[config.mk]
export PLATFORM = sky130hd
export DESIGN_NAME = indexed_shift_buffer
export DESIGN_NICKNAME = d
export VERILOG_FILES = /design/src/rtl/indexed_shift_buffer.sv
export SDC_FILE = /design/constraint.sdc
export NUM_CORES = 2
export LEC_CHECK = 0
export ABC_CLOCK_PERIOD_IN_PS = 26300
export CAP_MARGIN = 20
export CORE_ASPECT_RATIO = 0.7
export CORE_MARGIN = 2
export CORE_UTILIZATION = 41
export CTS_BUF_LIST = sky130_fd_sc_hd__clkbuf_4 sky130_fd_sc_hd__clkbuf_8
export CTS_CLUSTER_SIZE = 16
export DETAILED_ROUTE_END_ITERATION = 7
export GPL_ROUTABILITY_DRIVEN = 0
export PLACE_DENSITY = 0.67
export RECOVER_POWER = 50
export SKIP_LAST_GASP = 1
export SLEW_MARGIN = 10
export SYNTH_ARGS = -nofsm -noshare
export SYNTH_HDL_FRONTEND = slang
export SYNTH_SLANG_ARGS = --single-unit
[constraint.sdc]
create_clock -name clk -period 26.3 [get_ports clk]
set_input_delay 5.26 -clock clk [delete_from_list [all_inputs] [get_ports clk]]
set_output_delay 5.26 -clock clk [all_outputs]
set_load 0.005 [all_outputs]
[src/rtl/indexed_shift_buffer.sv]
// Registered index-ordered entry buffer with insert (right shift), delete (left shift) and clear.
// A full-buffer insert evicts the tail entry on a side port.
module indexed_shift_buffer #(
  parameter int unsigned WIDTH = 32,
  parameter int unsigned DEPTH = 16,
  localparam int unsigned IDX_W = $clog2(DEPTH)
) (
  input  logic                     clk,
  input  logic                     rst,
  input  logic                     op_valid,
  output logic                     op_ready,
  input  logic [1:0]               op_code,
  input  logic [IDX_W-1:0]         op_idx,
  input  logic [WIDTH-1:0]         op_data,
  output logic [WIDTH*DEPTH-1:0]   arr,
  output logic [IDX_W:0]           count,
  output logic                     full,
  output logic                     empty,
  output logic                     evict_valid,
  output logic [WIDTH-1:0]         evict_data,
  output logic                     err
);

  typedef enum logic [1:0] {
    OpNop    = 2'b00,
    OpInsert = 2'b01,
    OpDelete = 2'b10,
    OpClear  = 2'b11
  } op_e;

  localparam logic [IDX_W:0] CntOne  = (IDX_W+1)'(1);
  localparam logic [IDX_W:0] CntFull = (IDX_W+1)'(DEPTH);

  logic [WIDTH-1:0] mem_q [DEPTH];
  logic [WIDTH-1:0] mem_d [DEPTH];
  logic [IDX_W:0]   count_q, count_d;
  logic             full_q, full_d;
  logic             empty_q, empty_d;
  logic             evict_valid_q, evict_valid_d;
  logic [WIDTH-1:0] evict_data_q, evict_data_d;
  logic             err_q, err_d;
  logic             accept;
  logic [IDX_W:0]   idx_ext;

  assign op_ready = ~rst;
  assign accept   = op_valid & op_ready;
  assign idx_ext  = {1'b0, op_idx};

  always_comb begin
    mem_d         = mem_q;
    count_d       = count_q;
    evict_valid_d = 1'b0;
    evict_data_d  = evict_data_q;
    err_d         = 1'b0;
    if (accept) begin
      unique case (op_e'(op_code))
        OpInsert: begin
          if (idx_ext > count_q) begin
            err_d = 1'b1;
          end else begin
            for (int unsigned i = 1; i < DEPTH; i++) begin
              if (IDX_W'(i) > op_idx) mem_d[i] = mem_q[i-1];
            end
            mem_d[op_idx] = op_data;
            if (full_q) begin
              // Tail falls off the end; count stays saturated.
              evict_valid_d = 1'b1;
              evict_data_d  = mem_q[DEPTH-1];
            end else begin
              count_d = count_q + CntOne;
            end
          end
        end
        OpDelete: begin
          if (idx_ext >= count_q) begin
            err_d = 1'b1;
          end else begin
            for (int unsigned i = 0; i < DEPTH - 1; i++) begin
              if (IDX_W'(i) >= op_idx) mem_d[i] = mem_q[i+1];
            end
            mem_d[DEPTH-1] = '0;
            count_d        = count_q - CntOne;
          end
        end
        OpClear: begin
          for (int unsigned i = 0; i < DEPTH; i++) mem_d[i] = '0;
          count_d = '0;
        end
        OpNop: ;
        default: ;
      endcase
    end
    full_d  = (count_d == CntFull);
    empty_d = (count_d == '0);
  end

  always_ff @(posedge clk or posedge rst) begin
    if (rst) begin
      for (int unsigned i = 0; i < DEPTH; i++) mem_q[i] <= '0;
      count_q       <= '0;
      full_q        <= 1'b0;
      empty_q       <= 1'b1;
      evict_valid_q <= 1'b0;
      evict_data_q  <= '0;
      err_q         <= 1'b0;
    end else begin
      mem_q         <= mem_d;
      count_q       <= count_d;
      full_q        <= full_d;
      empty_q       <= empty_d;
      evict_valid_q <= evict_valid_d;
      evict_data_q  <= evict_data_d;
      err_q         <= err_d;
    end
  end

  // Entry 0 lands in the most significant slice.
  for (genvar g = 0; g < DEPTH; g++) begin : g_arr
    assign arr[WIDTH*(DEPTH-1-g) +: WIDTH] = mem_q[g];
  end

  assign count       = count_q;
  assign full        = full_q;
  assign empty       = empty_q;
  assign evict_valid = evict_valid_q;
  assign evict_data  = evict_data_q;
  assign err         = err_q;

endmodule

Yosys cells after proc, flatten, opt, wreduce, memory -nomap -nowiden
Index checks and enable logic that the tools add are counted.

Bits in registers: 553. Bits in latches: 0. Memory bits (writable): 0. ROM bits: 0. Input bits: 41. Output and inout port bits: 554. Logic and storage cells: 197. Memories kept: 0.

$add $sub $neg: 2. $mul: 0. Div/mod/pow operators: 0. $lt $le $gt $ge: 34. Equal/unequal tests: 21. Shift operators: 0. Muxes and demuxes: 94. Bitwise logic cells: 4. Reduce and logical (&&, ||, !) cells: 20.

Operators by type and width (number): 2-to-1 mux 32 bit (76); case mux 512 bit (3 select lines) (1); 2-to-1 mux 512 bit (2); bitwise mux 512 bit (1); demux 32 bit (select 4 bit) (1); AND reduction 5 bit (15); inequality test 2 bit (second input constant) (17); > comparator 4 bit (first input constant) (8); greater-or-equal comparator 4 bit (first input constant) (7); 2-to-1 mux 5 bit (4); greater-or-equal comparator 3 x 4 -> 1 bit (first input constant) (4); > comparator 3 x 4 -> 1 bit (first input constant) (4); case mux 5 bit (3 select lines) (1); greater-or-equal comparator 1 x 4 -> 1 bit (first input constant) (2); greater-or-equal comparator 2 x 4 -> 1 bit (first input constant) (2); > comparator 2 x 4 -> 1 bit (first input constant) (2); AND reduction 4 bit (2); 2-to-1 mux 1 bit (7); adder 5 x 1 -> 5 bit (second input constant) (1); == test 5 bit (second input constant) (1); greater-or-equal comparator 4 x 5 -> 1 bit (1); greater-or-equal comparator 5 bit (second input constant) (1); > comparator 4 x 5 -> 1 bit (1); logical NOT 5 bit (1); other kinds (11) (13).

Depth between registers and ports, before layout
Word-level depth: 8. Mapped depth: 13. Gate-level depth less buffers: 9.

Worst setup path after synthesis
OpenSTA, ideal clock, no wires.

Path type: input to output. Start point: input port rst. End point: output port op_ready. Data arrival time: 16620 ps. Data required time: 21040 ps. Setup slack: 4420 ps. Stages on the path: 1. Buffers on the path: 0. Cell sequence: inv_1.

Word-level cells in the longest chain between the ends: 1.

Ends and longest elaborated chain: start: declaration (line 9) `input logic rst,`; inverter 1 bit (line 45) `assign op_ready = ~rst;`; end: declaration (line 11) `output logic op_ready,`.

Every way passes these cells.

==> metrics.md <==
| Metric | Value |
|---|---|
| Fill cells | 5625 |
| IO Port Bufs | 594 |
| Final Cycle Share | 62.2% |
| RSZ-0062 raised after global routing | no |
| Synth unique cells | 56 |
| Flop-to-flop setup slack | 22.53 ns |
| Hold Vio Cnt, Final | 0 |
| Pre-antenna DRT Iters | 8 |
| Die ar. | 67000 sq um |
| TNS Setup | 0 ns |
| Status | finished with violations |
| Setup crit end kind | asynchronous set/reset pin |
| Gr usage total | 32.8% |
| Num CTS Buffers | 91 |
| Syn Nets | 2772 |
| Vias in the first global route | 24737 |
| Register area share after synthesis | 52.0% |
| HP Start | evict_data[31] |
| Layout net count | 3231 |
| Row count | 78 |
| Max_cap viols | 4 |
| Max VDD drop | 0.0451 mV |
| WL final | 113000 um |
| Post-DP HPWL | 78700 um |
| Leakage Power | 14.6 nW |
| Crit path time final | 16.36 ns |
| CTS tree | done |
| Ports | 595 |
| Initial Utilization | 41.3% |
| DRC | 103 |
| Largest net degree at the start of global routing | 181 |
| H-tree depth | 3 |
| Global route overflow | 0 |
| Worst-case reg-to-reg path depth | 9 |
| Prevailing post-synth register cell | dfrtp_1 |
| Vias per inst | 6.51 |
| Latest clock arrival within the worst-skew pair | 0.72 ns |
| Pins Over Slew Limit | 488 |
| Worst setup path class | in2async |
| Slew HR | -547% |
| Worst setup SP type | primary input |
| Pwr Total | 3.67 mW |
| Syn avg cell area | 9.78 sq um |
| Core ar. | 64500 sq um |
| # clock sinks | 553 |
| Post-route ant nets | 0 |
| Cell count after synthesis | 2721 |
| Synth top area share | 51.9% |
| Setup WS pre-CTS | 14.13 ns |
| Crit-path slowest cell | clkbuf_1 |
| Critical path cell sequence | dlygate4sd3_1 > clkinvlp_2 > clkbuf_1 |
| Asr flop ratio synth | 100% |
| Worst reg2reg startpoint | count[2] |
| CP Max Fanout | 180 |
| FF/Latch Area | 13800 sq um |
| Hold_buf cts | 0 |
| Area delta synth->final | 32.7% |
| Starting DRC count in detailed routing | 5872 |
| Resized Gates After CTS | 0 |
| Post-synth EDFFs | 0 |
| Fraction of layout cells with a size suffix above 1 | 10.1% |
| Worst setup margin | 9.94 ns |
| CTS clk-pin slew, worst paths | 0.07 ns |
| Synth area leader | dfrtp_1 |
| Layout Skew | 0.0445 ns |
| Failing checks | DRC, capacitance limit, slew limit |
| Ys Warns | 0 |
| Hold path depth | 1 |
| Area of the multi-input gates | 11700 sq um |
| Max incr delay on CP | 6.82 ns |
| Largest cells by area after synthesis | dfrtp_1, a222oi_1, a21oi_1 |
| Die Width | 309 um |
| Crit path DAT | 14.72 ns |
| Longest Clk Path Bufs | 3 |
| Die Y | 217 um |
| Worst slew pin tran | 9.71 ns |
| Post-Synthesis Cell Area | 26600 sq um |
| Fmax | 0.0611 GHz |
| Worst min-delay path class | reg2reg |
| First-pass GRT wire length | 168000 um |
| Postcts setup bufs | 0 |
| Antenna violations before repair | 2 |
| Via Count | 26885 |
| Routed wire per std cell | 27.4 um |
| Synth top cells by count | dfrtp_1, a222oi_1, nor2_1 |
| Power Density | 104 nW/um^2 |
| Root Buffer | clkbuf_8 |
| Hold Path End | evict_data[31] |
| Final setup viols | 0 |
| Worst path required time | 24.65 ns |
| Most frequent cell after synthesis | dfrtp_1 |
| FF+latch count, synth | 553 |
cells in the final DEF, fill, tap and decap left out, drive strengths merged, types with 3 or more instances in the layout:
| cell | n |
|---|---|
| a21o | 3 |
| a21oi | 236 |
| a221oi | 32 |
| a222oi | 384 |
| a22oi | 64 |
| a31oi | 36 |
| and2 | 35 |
| buf | 74 |
| clkbuf | 147 |
| clkdlybuf4s50 | 242 |
| clkinv | 11 |
| clkinvlp | 3 |
| dfrtp | 552 |
| dlygate4sd3 | 352 |
| ha | 10 |
| inv | 16 |
| mux2 | 33 |
| mux2i | 33 |
| nand2 | 303 |
| nand2b | 4 |
| nand3 | 42 |
| nor2 | 320 |
| nor2b | 6 |
| nor3 | 8 |
| nor4 | 4 |
| o211ai | 5 |
| o21ai | 234 |
| o31ai | 33 |
| or2 | 5 |
power breakdown:
group          switching, mW  total [mW]  internal (mW)  leakage [nW]
sequential             0.455        1.61           1.15          6.97
clock                  0.374       0.815          0.442          1.03
combinational          0.557        1.25          0.689          6.62
total                   1.39        3.67           2.28          14.6
cells by family after synthesis:
group	share of synthesized area, %
muxes	2.64
and+or+nand+nor	11.6
DFF	52.0
buffers and inverters	4.79
AOI/OAI and AO/OA	28.5
adders and majority gates	0.470
routing by layer:
metal	share of wire [%]	vias up	global-route usage (%)
li1	-	11493	-
met1	42	13124	49.5
met2	41	2043	43.9
met3	14	223	10.0
met4	3.5	2	11.3
met5	0.011	-	0
critical path: cells and delay by family:
kind | cells | cell delay [ns]
buffers and inverters | 3 | 9.15
metrics by stage:
stage | cell area (sq um) | cells | hold slack, ns | utilization (%)
global route | 35300 | 4130 | 0.514 | 54.7
global placement | 33100 | 3944 | 0.488 | 51.3
CTS | 35000 | 4107 | 0.508 | 54.3
finish | 35300 | 4131 | 0.501 | 54.7
detailed placement | 33100 | 3945 | 0.495 | 51.3
floorplan | 26600 | 2721 | 0.505 | -
how the worst max path moves through the flow:
stage                     cells after the start                          to  startpoint
after floorplan                               1                    op_ready         rst
after global placement                        3                    op_ready         rst
after detailed placement                      3                    op_ready         rst
after CTS                                     3                    op_ready         rst
after global routing                          3  asynchronous set/reset pin         rst
final                                         3  asynchronous set/reset pin         rst
final cells by class:
type,count,share of cell area [%]
Multi-Input combinational cell,1850,33.2
Tap cell,880,3.12
Antenna cell,2,0.0142
Inverter,13,0.142
Sequential cell,553,39.2
Clock inverter,18,0.439
Timing Repair Buffer,671,18.8
Clock buffer,144,5.05
(Power assumes the default switching activity.)
